===== src/rtl/uart_pkg.sv =====
// Shared types and constants for the UART frame decoder.
//   frame_state_t : decoder FSM states
//   err_code_t    : error code reported alongside o_frame_err
//   SYNC_BYTE_DEFAULT : default start-of-frame marker
//   frame_active() : true in the states where the inter-byte timeout runs
package uart_pkg;

    typedef enum logic [2:0] {
        HUNT    = 3'd0,
        LEN     = 3'd1,
        PAYLOAD = 3'd2,
        CHECK   = 3'd3,
        DRAIN   = 3'd4
    } frame_state_t;

    typedef enum logic [1:0] {
        ERR_NONE    = 2'd0,
        ERR_BAD_LEN = 2'd1,
        ERR_BAD_CHK = 2'd2,
        ERR_TIMEOUT = 2'd3
    } err_code_t;

    localparam logic [7:0] SYNC_BYTE_DEFAULT = 8'hA5;

    // States in which a frame is partially received and the link may stall.
    function automatic logic frame_active(input frame_state_t s);
        return (s == LEN) || (s == PAYLOAD) || (s == CHECK);
    endfunction

endpackage


===== src/rtl/counter.sv =====
// Saturating up-counter with synchronous clear.
//   clk      : clock
//   rst      : asynchronous active-high reset
//   clear    : return count to zero on the next edge (wins over enable)
//   enable   : count up by one per cycle until MAX_VALUE is reached
//   terminal : high while the count equals MAX_VALUE
module counter #(
    parameter int MAX_VALUE = 15
) (
    input  logic clk,
    input  logic rst,
    input  logic clear,
    input  logic enable,
    output logic terminal
);

    localparam int CW = (MAX_VALUE > 0) ? $clog2(MAX_VALUE + 1) : 1;

    logic [CW-1:0] count_reg;

    always_ff @(posedge clk or posedge rst) begin
        if (rst) begin
            count_reg <= '0;
        end else if (clear) begin
            count_reg <= '0;
        end else if (enable && !terminal) begin
            count_reg <= count_reg + 1'b1;
        end
    end

    assign terminal = (count_reg == CW'(MAX_VALUE));

endmodule


===== src/rtl/frame_buffer.sv =====
// Payload buffer: DEPTH x WIDTH register file, one write port and one
// combinational read port. Contents are not reset.
//   clk   : clock
//   we    : write enable
//   waddr : write address
//   wdata : write data
//   raddr : read address
//   rdata : read data (combinational from raddr)
module frame_buffer #(
    parameter int WIDTH = 8,
    parameter int DEPTH = 16
) (
    input  logic                                   clk,
    input  logic                                   we,
    input  logic [((DEPTH > 1) ? $clog2(DEPTH) : 1)-1:0] waddr,
    input  logic [WIDTH-1:0]                       wdata,
    input  logic [((DEPTH > 1) ? $clog2(DEPTH) : 1)-1:0] raddr,
    output logic [WIDTH-1:0]                       rdata
);

    localparam int AW = (DEPTH > 1) ? $clog2(DEPTH) : 1;

    logic [WIDTH-1:0] mem [DEPTH];
    logic [DEPTH-1:0] row_we;

    // One-hot row select for the write port.
    genvar gi;
    generate
        for (gi = 0; gi < DEPTH; gi++) begin : g_row_we
            assign row_we[gi] = we && (waddr == AW'(gi));
        end
    endgenerate

    always_ff @(posedge clk) begin
        for (int i = 0; i < DEPTH; i++) begin
            if (row_we[i]) begin
                mem[i] <= wdata;
            end
        end
    end

    assign rdata = mem[raddr];

endmodule


===== src/rtl/uart_frame_decoder.sv =====
// Frame decoder sitting behind a UART receiver. Hunts for
// SYNC, LEN, payload, CHK frames, buffers the payload, checks the length
// and XOR checksum (LEN xor all payload bytes) and releases only good
// payloads over a valid/ready byte stream.
//   clk          : clock
//   i_reset      : asynchronous active-high reset
//   i_data       : received byte
//   i_data_valid : receiver valid, level-held; one byte per rising edge
//   o_byte       : payload byte (0 when not valid)
//   o_byte_valid : payload byte available
//   i_byte_ready : sink accepts the byte
//   o_last       : marks the final payload byte of a frame
//   o_frame_ok   : 1-cycle pulse when a checksum passes
//   o_frame_err  : 1-cycle pulse when a frame is dropped
//   o_err_code   : 1=bad length, 2=bad checksum, 3=timeout; 0 otherwise
//   o_overrun    : 1-cycle pulse when a byte arrives while draining
module uart_frame_decoder
    import uart_pkg::*;
#(
    parameter int               WIDTH     = 8,
    parameter int               MAX_LEN   = 16,
    parameter logic [WIDTH-1:0] SYNC_BYTE = WIDTH'(SYNC_BYTE_DEFAULT),
    parameter int               TIMEOUT   = 100000
) (
    input  logic             clk,
    input  logic             i_reset,
    input  logic [WIDTH-1:0] i_data,
    input  logic             i_data_valid,
    output logic [WIDTH-1:0] o_byte,
    output logic             o_byte_valid,
    input  logic             i_byte_ready,
    output logic             o_last,
    output logic             o_frame_ok,
    output logic             o_frame_err,
    output logic [1:0]       o_err_code,
    output logic             o_overrun
);

    localparam int IW = (MAX_LEN > 1) ? $clog2(MAX_LEN) : 1;

    frame_state_t     state_reg;
    logic             prev_valid_reg;
    logic [IW-1:0]    idx_reg;
    logic [IW-1:0]    last_idx_reg;
    logic [WIDTH-1:0] chk_reg;
    logic             frame_ok_reg;
    logic             frame_err_reg;
    err_code_t        err_code_reg;
    logic             overrun_reg;

    logic             accept;
    logic             in_frame;
    logic             timeout_terminal;
    logic             buf_we;
    logic [WIDTH-1:0] buf_rdata;
    logic             draining;

    // prev_valid resets to 1 so a valid still held across reset release
    // is not mistaken for a fresh byte.
    assign accept   = i_data_valid & ~prev_valid_reg;
    assign in_frame = frame_active(state_reg);
    assign draining = (state_reg == DRAIN);
    assign buf_we   = accept && (state_reg == PAYLOAD);

    // Inter-byte timer: runs only mid-frame, restarts on every byte.
    counter #(
        .MAX_VALUE (TIMEOUT - 1)
    ) u_timeout (
        .clk      (clk),
        .rst      (i_reset),
        .clear    (accept | ~in_frame),
        .enable   (in_frame),
        .terminal (timeout_terminal)
    );

    // Write and read share idx: it walks the payload while filling and
    // walks it again while draining.
    frame_buffer #(
        .WIDTH (WIDTH),
        .DEPTH (MAX_LEN)
    ) u_buf (
        .clk   (clk),
        .we    (buf_we),
        .waddr (idx_reg),
        .wdata (i_data),
        .raddr (idx_reg),
        .rdata (buf_rdata)
    );

    always_ff @(posedge clk or posedge i_reset) begin
        if (i_reset) begin
            state_reg      <= HUNT;
            prev_valid_reg <= 1'b1;
            idx_reg        <= '0;
            last_idx_reg   <= '0;
            chk_reg        <= '0;
            frame_ok_reg   <= 1'b0;
            frame_err_reg  <= 1'b0;
            err_code_reg   <= ERR_NONE;
            overrun_reg    <= 1'b0;
        end else begin
            prev_valid_reg <= i_data_valid;
            frame_ok_reg   <= 1'b0;
            frame_err_reg  <= 1'b0;
            err_code_reg   <= ERR_NONE;
            overrun_reg    <= 1'b0;

            case (state_reg)
                HUNT: begin
                    if (accept && (i_data == SYNC_BYTE)) begin
                        state_reg <= LEN;
                    end
                end

                LEN: begin
                    if (accept) begin
                        if ((i_data == '0) || (i_data > WIDTH'(MAX_LEN))) begin
                            frame_err_reg <= 1'b1;
                            err_code_reg  <= ERR_BAD_LEN;
                            state_reg     <= HUNT;
                        end else begin
                            // Store len-1 so end-of-payload and o_last are
                            // a plain equality against idx.
                            last_idx_reg <= IW'(i_data - 1'b1);
                            chk_reg      <= i_data;
                            idx_reg      <= '0;
                            state_reg    <= PAYLOAD;
                        end
                    end else if (timeout_terminal) begin
                        frame_err_reg <= 1'b1;
                        err_code_reg  <= ERR_TIMEOUT;
                        state_reg     <= HUNT;
                    end
                end

                PAYLOAD: begin
                    if (accept) begin
                        chk_reg <= chk_reg ^ i_data;
                        idx_reg <= idx_reg + 1'b1;
                        if (idx_reg == last_idx_reg) begin
                            state_reg <= CHECK;
                        end
                    end else if (timeout_terminal) begin
                        frame_err_reg <= 1'b1;
                        err_code_reg  <= ERR_TIMEOUT;
                        state_reg     <= HUNT;
                    end
                end

                CHECK: begin
                    if (accept) begin
                        if (i_data == chk_reg) begin
                            frame_ok_reg <= 1'b1;
                            idx_reg      <= '0;
                            state_reg    <= DRAIN;
                        end else begin
                            frame_err_reg <= 1'b1;
                            err_code_reg  <= ERR_BAD_CHK;
                            state_reg     <= HUNT;
                        end
                    end else if (timeout_terminal) begin
                        frame_err_reg <= 1'b1;
                        err_code_reg  <= ERR_TIMEOUT;
                        state_reg     <= HUNT;
                    end
                end

                DRAIN: begin
                    // Bytes arriving now are lost; flag and keep draining.
                    if (accept) begin
                        overrun_reg <= 1'b1;
                    end
                    if (i_byte_ready) begin
                        if (idx_reg == last_idx_reg) begin
                            state_reg <= HUNT;
                        end else begin
                            idx_reg <= idx_reg + 1'b1;
                        end
                    end
                end

                default: begin
                    state_reg <= HUNT;
                end
            endcase
        end
    end

    // Output byte and last are decoded from registered state, so they stay
    // stable under backpressure and drop to zero immediately on reset.
    assign o_byte_valid = draining;
    assign o_byte       = draining ? buf_rdata : '0;
    assign o_last       = draining && (idx_reg == last_idx_reg);
    assign o_frame_ok   = frame_ok_reg;
    assign o_frame_err  = frame_err_reg;
    assign o_err_code   = err_code_reg;
    assign o_overrun    = overrun_reg;

endmodule


===== config.mk =====
export PLATFORM = sky130hd
export DESIGN_NAME = uart_frame_decoder
export DESIGN_NICKNAME = d
export VERILOG_FILES = /design/src/rtl/uart_pkg.sv /design/src/rtl/counter.sv /design/src/rtl/frame_buffer.sv /design/src/rtl/uart_frame_decoder.sv
export SDC_FILE = /design/constraint.sdc
export NUM_CORES = 1
export LEC_CHECK = 0
export CORE_ASPECT_RATIO = 1.5
export CORE_MARGIN = 8
export CORE_UTILIZATION = 32
export DETAILED_ROUTE_END_ITERATION = 8
export GPL_ROUTABILITY_DRIVEN = 0
export PLACE_DENSITY_LB_ADDON = 0.2
export SYNTH_ARGS = -nofsm -noshare
export SYNTH_HDL_FRONTEND = slang
export SYNTH_SLANG_ARGS = --single-unit

===== constraint.sdc =====
create_clock -name clk -period 5.6 [get_ports clk]
set_input_delay 0.84 -clock clk [delete_from_list [all_inputs] [get_ports clk]]
set_output_delay 0.84 -clock clk [all_outputs]
set_load 0.03 [all_outputs]

==> metrics.txt <==
CP arrival about 3.5 ns; Reg clk slew, reported paths roughly 0.070 ns; I/O Pins 27; max capacitance violation total 0; Psw roughly 0.00066 W; CTS tree yes; post-DR vias/cell ~5.1; CTS sink cnt 170; crit path kind flip-flop to output pin; most frequent cells in the layout 128 x edfxtp_1, 40 x dfrtp_1, 32 x nor2_1, 26 x clkdlybuf4s50_1, 24 x mux4_1; P_int between 0.002 and 0.0025 W; Via Count between 4,000 and 5,000; number of flops mapped to enable cells by yosys approximately 130; Die Footprint 0.02909 sq mm; PwrDens between 300 and 400 mW/mm^2; drt pass-1 iters 5; outcome finished, final reports clean; Hold Violations, Final 0; Die Height 204.9 microns; Leakage between 3 and 4 nW; Post-CTS Hold Fix Bufs 0; GRT overflow 0; final net count 528; crit end category output pin; num rows between 60 and 70; f_max 228.2 MHz; CP Cell Sequence buf_4 > mux4_1 > mux4_2 > and2_1 > clkdlybuf4s50_1; Root Driver clkbuf_16; vias in the first global route 4,430; post-synthesis area per instance approximately 16 sq um; hold slack 0.5599 ns; unrepaired setup endpoints after global routing false; syn nets 503; min Tclk post-route approximately 4.4 ns; global-route wire length before repair 27,210 microns; post-CTS setup buffers 0; critical path's largest stage delay around 0.9 ns; worst-path maximum fanout 25; Yosys reg bits 170; Die X around 140 microns; Flop pwr share 0.511; share of the yosys chip area belonging to registers 0.6431; H-tree level count 4; worst relative slew slack 0.1842; share of layout cells above drive strength 1 0.1398; Req. time, crit path approximately 4.8 ns; fin util 0.3705; initial antenna violation count 0; final WL approximately 18,000 microns; HP Class flip-flop to flip-flop; ys flop type edfxtp_1; Synth Warn # 0; clock buffer depth 2; Port-buffer cells 26; Core ar. about 0.024 sq mm; area grow syn2layout 14.69%; Detailed Place HPWL between 10,000 and 15,000 microns; drt first-iter violations between 300 and 400; worst clock skew 0.01374 ns; clock network power share 0.434; measured slew at the worst slew-check pin ~1.2 ns; flip-flop count of the largest register after layout approximately 130; final worst-path cycle share 0.7825; Final Power ~0.0027 W; Initial Util 0.3230; Mapped Area between 0.007 and 0.008 sq mm; Max VDD drop between 150 and 200 uV; max-slew violations 0; largest net degree at the start of global routing 43; cells after synthesis 484; Finish-stage setup viols 0; post-CTS resize count 0; asr flop ratio synth 0.2471; ANT nets after route 0; Worst path slowest cell dfrtp_2; Final TNS setup 0 ns; Synth cell types 52; Num CTS Buffers 17; ant diodes 0; Tot GR Track Use 0.1289; # DRC 0; later-pin clock latency in the skew report ~0.43 ns; commonest non-fill, non-tap cell in the layout edfxtp_1; Comb pwr share 0.055; Critical Path Source Type flip-flop; Switching Fraction 0.2453; wire length per cell around 21 microns
cell type report:
class,count,area [sq um]
clock buffers,17,425.4
multi-input cells,271,2460
clock inverters,15,173.9
repair buffers,34,320.3
inverters,15,56.30
well taps,319,399.1
flip-flops and latches,170,4897
fillers,2227,14840
path summary, 6_finish.rpt:
check,from,to,slack (ns),cells after the start
max in group asynchronous,i_reset,idx_reg[0],3.97,2
min in group asynchronous,i_reset,u_timeout.count_reg[2],0.97,2
setup reg to reg,idx_reg[0],u_buf.mem[11][4],2.59,4
setup / recovery,idx_reg[0],o_byte[6],1.22,5
hold / removal,last_idx_reg[2],last_idx_reg[2],0.56,2
hold reg to reg,last_idx_reg[2],last_idx_reg[2],0.56,2
cell families (layout without fill, tap and decap cells):
kind of cell / Yosys count / after routing / synth area share
adder cells (fa/ha/maj): 7 / 7 / 0.01150
AND/OR/NAND/NOR: 138 / 138 / 0.09630
multiplexers: 44 / 44 / 0.1356
XOR/XNOR: 25 / 25 / 0.02876
AO/OA/AOI/OAI: 57 / 57 / 0.04503
buffers and inverters: 43 / 81 / 0.03977
flip-flops: 170 / 170 / 0.6431
layer usage:
layer  part of all wire  vias to the layer above  global-route usage
met3              0.050                       22             0.03056
met1               0.40                     2188              0.1495
met5                  0                        -                   0
met2               0.53                      112              0.2274
li1                   -                     1935                   -
met4              0.018                        0             0.04505
power by group through the flow:
stage	clock network (W)	logic, W	registers [W]
final	0.00117	0.000147	0.00138
after global routing	0.00125	0.000161	0.00138
after CTS	0.00120	0.000151	0.00138
after detailed placement	0	0.000151	0.00140
after global placement	0	0.000148	0.00140
after floorplan	0	0.000120	0.00139
stage by stage:
stage	instances	setup WS [ns]	cell area, sq um
floorplan	484	2.849	7614
global placement	809	1.618	8133
detailed placement	809	1.603	8133
CTS	841	1.139	8732
global route	841	1.059	8732
finish	841	1.218	8732
critical path: cells and delay by family (launching register included):
| kind | cells | cell delay (ns) |
|---|---|---|
| and+or+nand+nor | 1 | 0.17 |
| muxes | 2 | 1.07 |
| DFF | 1 | 0.90 |
| buffers and inverters | 2 | 0.97 |
Yosys cell counts, drive strengths merged, types with 9 or more instances:
| library cell | number | share of area |
|---|---|---|
| buf | 12 | 0.015 |
| dfrtp | 41 | 0.13 |
| xor2 | 19 | 0.022 |
| nand3 | 20 | 0.013 |
| and2 | 15 | 0.012 |
| nor2 | 32 | 0.016 |
| a31oi | 9 | 0.0074 |
| a21oi | 21 | 0.014 |
| nor3 | 17 | 0.011 |
| clkbuf | 16 | 0.017 |
| edfxtp | 128 | 0.50 |
| mux4 | 40 | 0.13 |
| o21ai | 14 | 0.0092 |
| nand2 | 16 | 0.0079 |
| inv | 15 | 0.0074 |
Note: power is estimated with default switching activity, not from simulation.
